--- config.mk ---
export PLATFORM = sky130hd
export DESIGN_NAME = tx_phy_framer
export DESIGN_NICKNAME = d
export VERILOG_FILES = /design/src/rtl/tx_phy_framer.sv
export SDC_FILE = /design/constraint.sdc
export NUM_CORES = 2
export LEC_CHECK = 0
export CAP_MARGIN = 20
export CORE_AREA = 2 2 470 472
export DETAILED_ROUTE_END_ITERATION = 16
export DIE_AREA = 0 0 472 474
export PLACE_DENSITY = 0.38
export SLEW_MARGIN = 10
export SYNTH_ARGS = -nofsm -noshare
export SYNTH_HDL_FRONTEND = slang
export SYNTH_SLANG_ARGS = --single-unit
export TNS_END_PERCENT = 50
--- constraint.sdc ---
create_clock -name clk -period 3.2 [get_ports clk]
set_input_delay 0.48 -clock clk [delete_from_list [all_inputs] [get_ports clk]]
set_output_delay 0.48 -clock clk [all_outputs]
set_load 0.1 [all_outputs]
--- src/rtl/tx_phy_framer.sv ---
// Transmit PHY framer: arbitrates whole TLPs against DLLPs at frame boundaries
// and serializes the winner onto the PHY bus as sop/eop-delimited beats.
module tx_phy_framer #(
    parameter int unsigned DATA_W       = 1024,
    parameter int unsigned PHY_W        = 128,
    parameter int unsigned DLLP_W       = 32,
    parameter int unsigned MAX_DLLP_RUN = 4
) (
    input  logic              clk,
    input  logic              reset_n,
    input  logic [DATA_W-1:0] tlp_data_in,
    input  logic              tlp_data_in_valid,
    output logic              tlp_data_in_ready,
    input  logic [DLLP_W-1:0] dllp_data_in,
    input  logic              dllp_data_in_valid,
    output logic              dllp_data_in_ready,
    output logic [PHY_W-1:0]  phy_data_out,
    output logic              phy_data_out_valid,
    input  logic              phy_data_out_ready,
    output logic              phy_sop,
    output logic              phy_eop,
    output logic              phy_kind
);

    localparam int unsigned BEATS = DATA_W / PHY_W;
    localparam int unsigned CNT_W = (BEATS > 1) ? $clog2(BEATS) : 1;
    localparam int unsigned RUN_W = (MAX_DLLP_RUN > 0) ? $clog2(MAX_DLLP_RUN + 1) : 1;

    typedef enum logic [1:0] {
        IDLE      = 2'd0,
        SEND_TLP  = 2'd1,
        SEND_DLLP = 2'd2
    } state_t;

    state_t             state, state_nxt;
    logic [DATA_W-1:0]  shift, shift_nxt;
    logic [CNT_W-1:0]   cnt, cnt_nxt;
    logic [RUN_W-1:0]   dllp_run, dllp_run_nxt;
    logic               grant_dllp, grant_tlp;

    // State register; a DLLP is parked in the low bits of the shift register.
    always_ff @(posedge clk) begin
        if (!reset_n) begin
            state    <= IDLE;
            shift    <= '0;
            cnt      <= '0;
            dllp_run <= '0;
        end else begin
            state    <= state_nxt;
            shift    <= shift_nxt;
            cnt      <= cnt_nxt;
            dllp_run <= dllp_run_nxt;
        end
    end

    // Arbitration, next-state and beat outputs; PHY outputs depend only on flops.
    always_comb begin
        state_nxt          = state;
        shift_nxt          = shift;
        cnt_nxt            = cnt;
        dllp_run_nxt       = dllp_run;
        tlp_data_in_ready  = 1'b0;
        dllp_data_in_ready = 1'b0;
        phy_data_out       = '0;
        phy_data_out_valid = 1'b0;
        phy_sop            = 1'b0;
        phy_eop            = 1'b0;
        phy_kind           = 1'b0;

        // A waiting TLP wins once MAX_DLLP_RUN DLLPs have gone ahead of it.
        grant_dllp = dllp_data_in_valid &&
                     !(tlp_data_in_valid && (dllp_run == RUN_W'(MAX_DLLP_RUN)));
        grant_tlp  = tlp_data_in_valid && !grant_dllp;

        case (state)
            IDLE: begin
                dllp_data_in_ready = reset_n && grant_dllp;
                tlp_data_in_ready  = reset_n && grant_tlp;
                if (grant_dllp) begin
                    shift_nxt    = DATA_W'(dllp_data_in);
                    dllp_run_nxt = tlp_data_in_valid ? dllp_run + RUN_W'(1) : '0;
                    state_nxt    = SEND_DLLP;
                end else if (grant_tlp) begin
                    shift_nxt    = tlp_data_in;
                    cnt_nxt      = '0;
                    dllp_run_nxt = '0;
                    state_nxt    = SEND_TLP;
                end
            end
            SEND_TLP: begin
                phy_data_out       = shift[PHY_W-1:0];
                phy_data_out_valid = 1'b1;
                phy_sop            = (cnt == '0);
                phy_eop            = (cnt == CNT_W'(BEATS - 1));
                if (phy_data_out_ready) begin
                    shift_nxt = shift >> PHY_W;
                    cnt_nxt   = cnt + CNT_W'(1);
                    if (phy_eop) begin
                        state_nxt = IDLE;
                    end
                end
            end
            SEND_DLLP: begin
                phy_data_out       = shift[PHY_W-1:0];
                phy_data_out_valid = 1'b1;
                phy_sop            = 1'b1;
                phy_eop            = 1'b1;
                phy_kind           = 1'b1;
                if (phy_data_out_ready) begin
                    state_nxt = IDLE;
                end
            end
            default: begin
                state_nxt = IDLE;
            end
        endcase
    end

endmodule
After elaboration in Yosys (flattened, before gate mapping)
Index checks and enable logic that the tools add are counted.
{"block": "word_totals", "ff_bits": 1032, "input_bits": 1061, "out_inout_bits": 134, "word_cells": 55}
{"block": "op_classes", "addsub": 2, "n_eq_ne": 10, "muxes": 23, "reduce_logical": 16}
{"op": "1024-bit 2-to-1 mux", "count": 3}
{"op": "1024-bit case mux with 2 select lines", "count": 1}
{"op": "128-bit 2-to-1 mux", "count": 1}
{"op": "3-bit 2-to-1 mux", "count": 5}
{"op": "2-bit 2-to-1 mux", "count": 5}
{"op": "2-bit inequality test, second input constant", "count": 5}
{"op": "4-bit AND reduction", "count": 2}
{"op": "3-bit by 1-bit adder with 3-bit output, second input constant", "count": 2}
{"op": "3-bit equality test, second input constant", "count": 2}
{"op": "2-bit case mux with 3 select lines", "count": 1}
{"op": "3-bit case mux with 2 select lines", "count": 1}
{"op": "1-bit logical AND", "count": 5}
{"op": "1-bit 2-to-1 mux", "count": 4}
{"op": "1-bit case mux with 2 select lines", "count": 2}
{"op": "2-bit nonzero test", "count": 2}
{"op": "3-bit zero test", "count": 1}
{"op": "3-bit inequality test, second input constant", "count": 1}
{"op": "3-bit AND reduction", "count": 1}
{"op": "2-bit by 1-bit equality test with 1-bit output, second input constant", "count": 1}
{"op": "2-bit equality test, second input constant", "count": 1}
{"op": "1-bit zero test", "count": 2}
{"op": "2-bit zero test", "count": 1}
{"op": "2-bit AND reduction", "count": 1}
{"op": "2-bit OR reduction", "count": 1}

Depth between registers and ports, before layout
{"block": "logic_depth", "ltp_word": 9, "mapped_depth": 9}

Least setup slack after synthesis
No wires, ideal clock.
{"block": "synth_path", "kind": "reg-to-output", "start": "register state[0]", "end": "output phy_eop", "arrival_time_ns": 2.916, "required_time_ns": 2.720, "path_slack_ns": -0.196, "stages_incl_launch_ff": 5, "path_cell_list": "dfxtp_1 > inv_1 > ha_1 > clkbuf_1 > nor2b_1"}
{"block": "synth_via", "elab_chain_cells": 2}
{"item": "start, declared", "line": "35", "source": "state_t state, state_nxt;"}
{"item": "start signal, assigned", "line": "49", "source": "state <= state_nxt;"}
{"item": "2-bit equality test / 2-bit by 1-bit equality test with 1-bit output (equally long branches)", "line": "75", "source": "case (state)"}
{"item": "1-bit case mux with 2 select lines *", "line": "75"}
{"item": "end, declared", "line": "21", "source": "output logic phy_eop,"}
Every way passes the cells marked *; elsewhere a longest branch is shown, timed or not.

Worst setup path in the final report
{"block": "layout_path", "start": "register state[0]", "end": "output phy_data_out[53]"}
{"block": "layout_via", "elab_chain_cells": 3}
{"item": "2-bit equality test / 2-bit by 1-bit equality test with 1-bit output (equally long branches)", "line": "75"}
{"item": "2-bit OR reduction (no line) *"}
{"item": "128-bit 2-to-1 mux *", "line": "75"}
{"item": "end, declared", "line": "17", "source": "output logic [PHY_W-1:0] phy_data_out,"}
Marked as above.

==> impl_metrics.py <==
metrics = {
    "status": {
        "outcome": "finished, final reports clean",
    },
    "grt": {
        "grt_pass1_vias": 38733,
        "tot_gr_track_use": 0.191,
        "maximum_number_of_pins_on_one_net_before_global_route_repair": 210,
        "antenna_found_initial": 155,
        "grt_pass1_wl_um": 308000,
        "grt_overflow_total": 0,
    },
    "layout": {
        "syn_to_final_growth_pct": 48.3,
        "final_common_cell": "sky130_fd_sc_hd__clkdlybuf4s50_1",
        "multi_input_area_um2": 18300,
        "fin_util": 0.282,
        "final_area_um2": 61600,
        "fill_cells": 23367,
        "final_net_count": 6595,
        "most-common-layout-cells": "sky130_fd_sc_hd__clkdlybuf4s50_1, sky130_fd_sc_hd__dfxtp_1, sky130_fd_sc_hd__a22oi_1",
        "register_area_um2": 20700,
        "post_route_cells_drive_above_1_share": 0.0799,
    },
    "pwr": {
        "worst_vdd_drop_mv": 0.584,
        "power.leakage_nw": 21.9,
        "power_frac_clock": 0.342,
        "power_report.internal_total_mw": 29.5,
        "power.switching_fraction": 0.355,
        "power_switching_mw": 16.3,
        "portion_of_total_power_attributed_to_combinational_logic": 0.265,
        "post-layout-total-power_mw": 45.8,
        "power-per-cell-area_nw_per_um2": 744,
        "seq_power_share": 0.393,
    },
    "yosys": {
        "synthFlopType": "sky130_fd_sc_hd__dfxtp_1",
        "synth.largest_area_cell": "sky130_fd_sc_hd__dfxtp_1",
        "post_synth_instance_area_um2": 41500,
        "syn_nets": 5688,
        "yosys_warnings": 0,
        "syn_inst": 4619,
        "synthArstFlopShare": 0,
        "synth_seq_area_share": 0.498,
        "synth_edf_count": 0,
        "synthTopCellsByArea": "sky130_fd_sc_hd__dfxtp_1, sky130_fd_sc_hd__a22oi_1, sky130_fd_sc_hd__a21oi_1",
        "synthDistinctLibCells": 37,
        "post-synth-top-area-fraction": 0.498,
        "synthesis.area_per_instance_um2": 8.99,
        "yosys_register_bits": 1032,
    },
    "min_path": {
        "hold_path.startpoint": "reset_n",
        "min_path_cells": 3,
        "worst_hold_path.endpoint": "shift[373]",
        "worst_hold_path_type": "input port to register",
    },
    "die": {
        "die_width_um": 472,
        "io-pin-count": 1195,
        "core_area_um2": 219000,
        "floorplan.rows": 172,
        "floorplan.initialDensity": 0.190,
        "die_h_um": 474,
        "dieArea_um2": 224000,
    },
    "clock_tree": {
        "ctsRootBufferMaster": "sky130_fd_sc_hd__clkbuf_16",
        "clk_latency_worst_skew_pair_ns": 0.80,
        "clock_transition_at_the_registers_of_the_reported_paths_ns": 0.06,
        "numCtsBuffers": 137,
        "ctsLongestPathBuffers": 3,
        "cts-htree-levels": 4,
        "cts.sink_count": 1032,
        "tritoncts": "done",
    },
    "placed_design": {
        "pre_cts_setup_slack_ns": 0.240,
        "dpl-instance-area_um2": 56900,
        "io_buffers": 1194,
        "gp_congestion": 0.812,
        "dp.final_hpwl_um": 162000,
    },
    "timing": {
        "final_hold_vios": 0,
        "worst_slew_pin_slew_ns": 1.24,
        "post-route-worst-setup-slack_ns": 0.155,
        "slew-limit-headroom": 0.171,
        "setup_viol": 0,
        "max_clock_freq_mhz": 328,
        "final_cycle_utilization_of_the_critical_path": 0.951,
        "fin_setup_tns_ns": 0,
        "grt_setup_unrepaired": "true",
        "post-route-min-period_ns": 3.04,
        "skew_ns": 0.0321,
        "maxSlewViolCount": 0,
    },
    "setup_path": {
        "worstReg2RegStart": "state[1]",
        "r2r_end": "shift[317]",
        "worstSetupEndpointType": "output port",
        "setup.reg_to_reg.worst_slack_ns": 0.72,
        "crit_start_category": "register",
        "path_class": "register to output port",
        "cp_max_fo": 57,
        "timing.critical_path.arrival_ns": 2.56,
        "worst_endpoint_required_time_ns": 2.72,
        "ff2ff_path_depth": 6,
    },
    "job": {
        "cap_viol_max_count": 0,
    },
    "routing": {
        "final_antenna_net_count": 0,
        "post-route-drc-count": 0,
        "via_per_inst": 4.82,
        "drt-pass1-iter-count": 6,
        "number_of_vias_in_the_routed_layout": 41164,
        "route.final.wire_length_um": 225000,
        "drt-initial-drc-count": 3385,
        "routedWlPerCell_um": 26.3,
    },
}
sequential cells by signal (all words and copies together), names as in the netlist:
signal / flops
shift: 1024
cnt: 3
dllp_run: 3
state: 2
what timing repair did:
action | in CTS | in global routing
pin swaps | 1 | 0
hold buffers | 0 | 0
setup endpoints to repair | 24 | 2
setup buffers | 1 | 0
gates resized for setup | 1 | 1
cloned | 1 | 0
cells by family (layout without fill, tap and decap cells):
family | Yosys count | count (layout) | share of synthesized area
DFF | 1032 | 1032 | 0.498
muxes | 35 | 35 | 0.00850
adders and majority gates | 8 | 8 | 0.00241
other | 0 | 58 | 0
AOI/OAI and AO/OA | 2772 | 2772 | 0.402
and+or+nand+nor | 192 | 192 | 0.0261
buffers and inverters | 580 | 1581 | 0.0632
Yosys cell counts, drive strengths merged (3+ instances only):
| master | instances |
|---|---|
| dfxtp | 1032 |
| o21ai | 868 |
| a21oi | 867 |
| a22oi | 866 |
| clkbuf | 279 |
| buf | 259 |
| and2 | 130 |
| a22o | 128 |
| inv | 42 |
| nand2 | 39 |
| o221ai | 34 |
| mux2i | 33 |
| ha | 8 |
| nor2 | 8 |
| nand3 | 5 |
| nand4 | 3 |
critical path, stage by stage, from the launching register on:
cell and delay [ns]:
sky130_fd_sc_hd__dfxtp_1 0.38, sky130_fd_sc_hd__inv_1 0.11, sky130_fd_sc_hd__ha_4 0.45, sky130_fd_sc_hd__buf_12 0.24, sky130_fd_sc_hd__and2_1 0.28, sky130_fd_sc_hd__buf_12 0.20
worst max path at each step:
stage          slack (ns)                to  depth (start not counted)               from
2_1_floorplan        0.13   phy_data_out[0]                          5           state[0]
3_3_place_gp         0.24        shift[649]                          7  tlp_data_in_valid
3_5_place_dp         0.24        shift[649]                          7  tlp_data_in_valid
4_1_cts            0.0003  phy_data_out[53]                          5           state[0]
5_1_grt             -0.02  phy_data_out[53]                          5           state[0]
6_report             0.16  phy_data_out[53]                          5           state[0]
power groups by stage:
stage	registers (mW)	logic (mW)	clock network, mW
after CTS	18.0	12.2	16.3
after floorplan	16.8	7.76	0
after detailed placement	18.2	12.1	0
after global placement	18.2	12.0	0
after global routing	18.3	13.3	16.7
final	18.0	12.1	15.7
through the flow:
step | hold WS (ns) | std cells
floorplan | 0.427 | 4619
global placement | 0.439 | 8256
detailed placement | 0.443 | 8256
CTS | 0.0638 | 8491
global route | 0.0762 | 8515
finish | 0.116 | 8549
area by class of cell:
class | instances | area share
Multi-Input combinational cell | 3007 | 0.297
Timing Repair Buffer | 1306 | 0.232
Sequential cell | 1032 | 0.336
Inverter | 42 | 0.00256
Antenna cell | 58 | 0.00236
Clock inverter | 29 | 0.00840
Clock buffer | 204 | 0.0639
Tap cell | 2871 | 0.0584
routing by layer:
metal,part of all wire,track usage,vias up
li1,-,-,19457
met1,0.46,0.259,19784
met5,0.0029,0,-
met4,0.025,0.0554,110
met3,0.076,0.0607,415
met2,0.44,0.288,1398
Power figures use the tool's default switching activity.
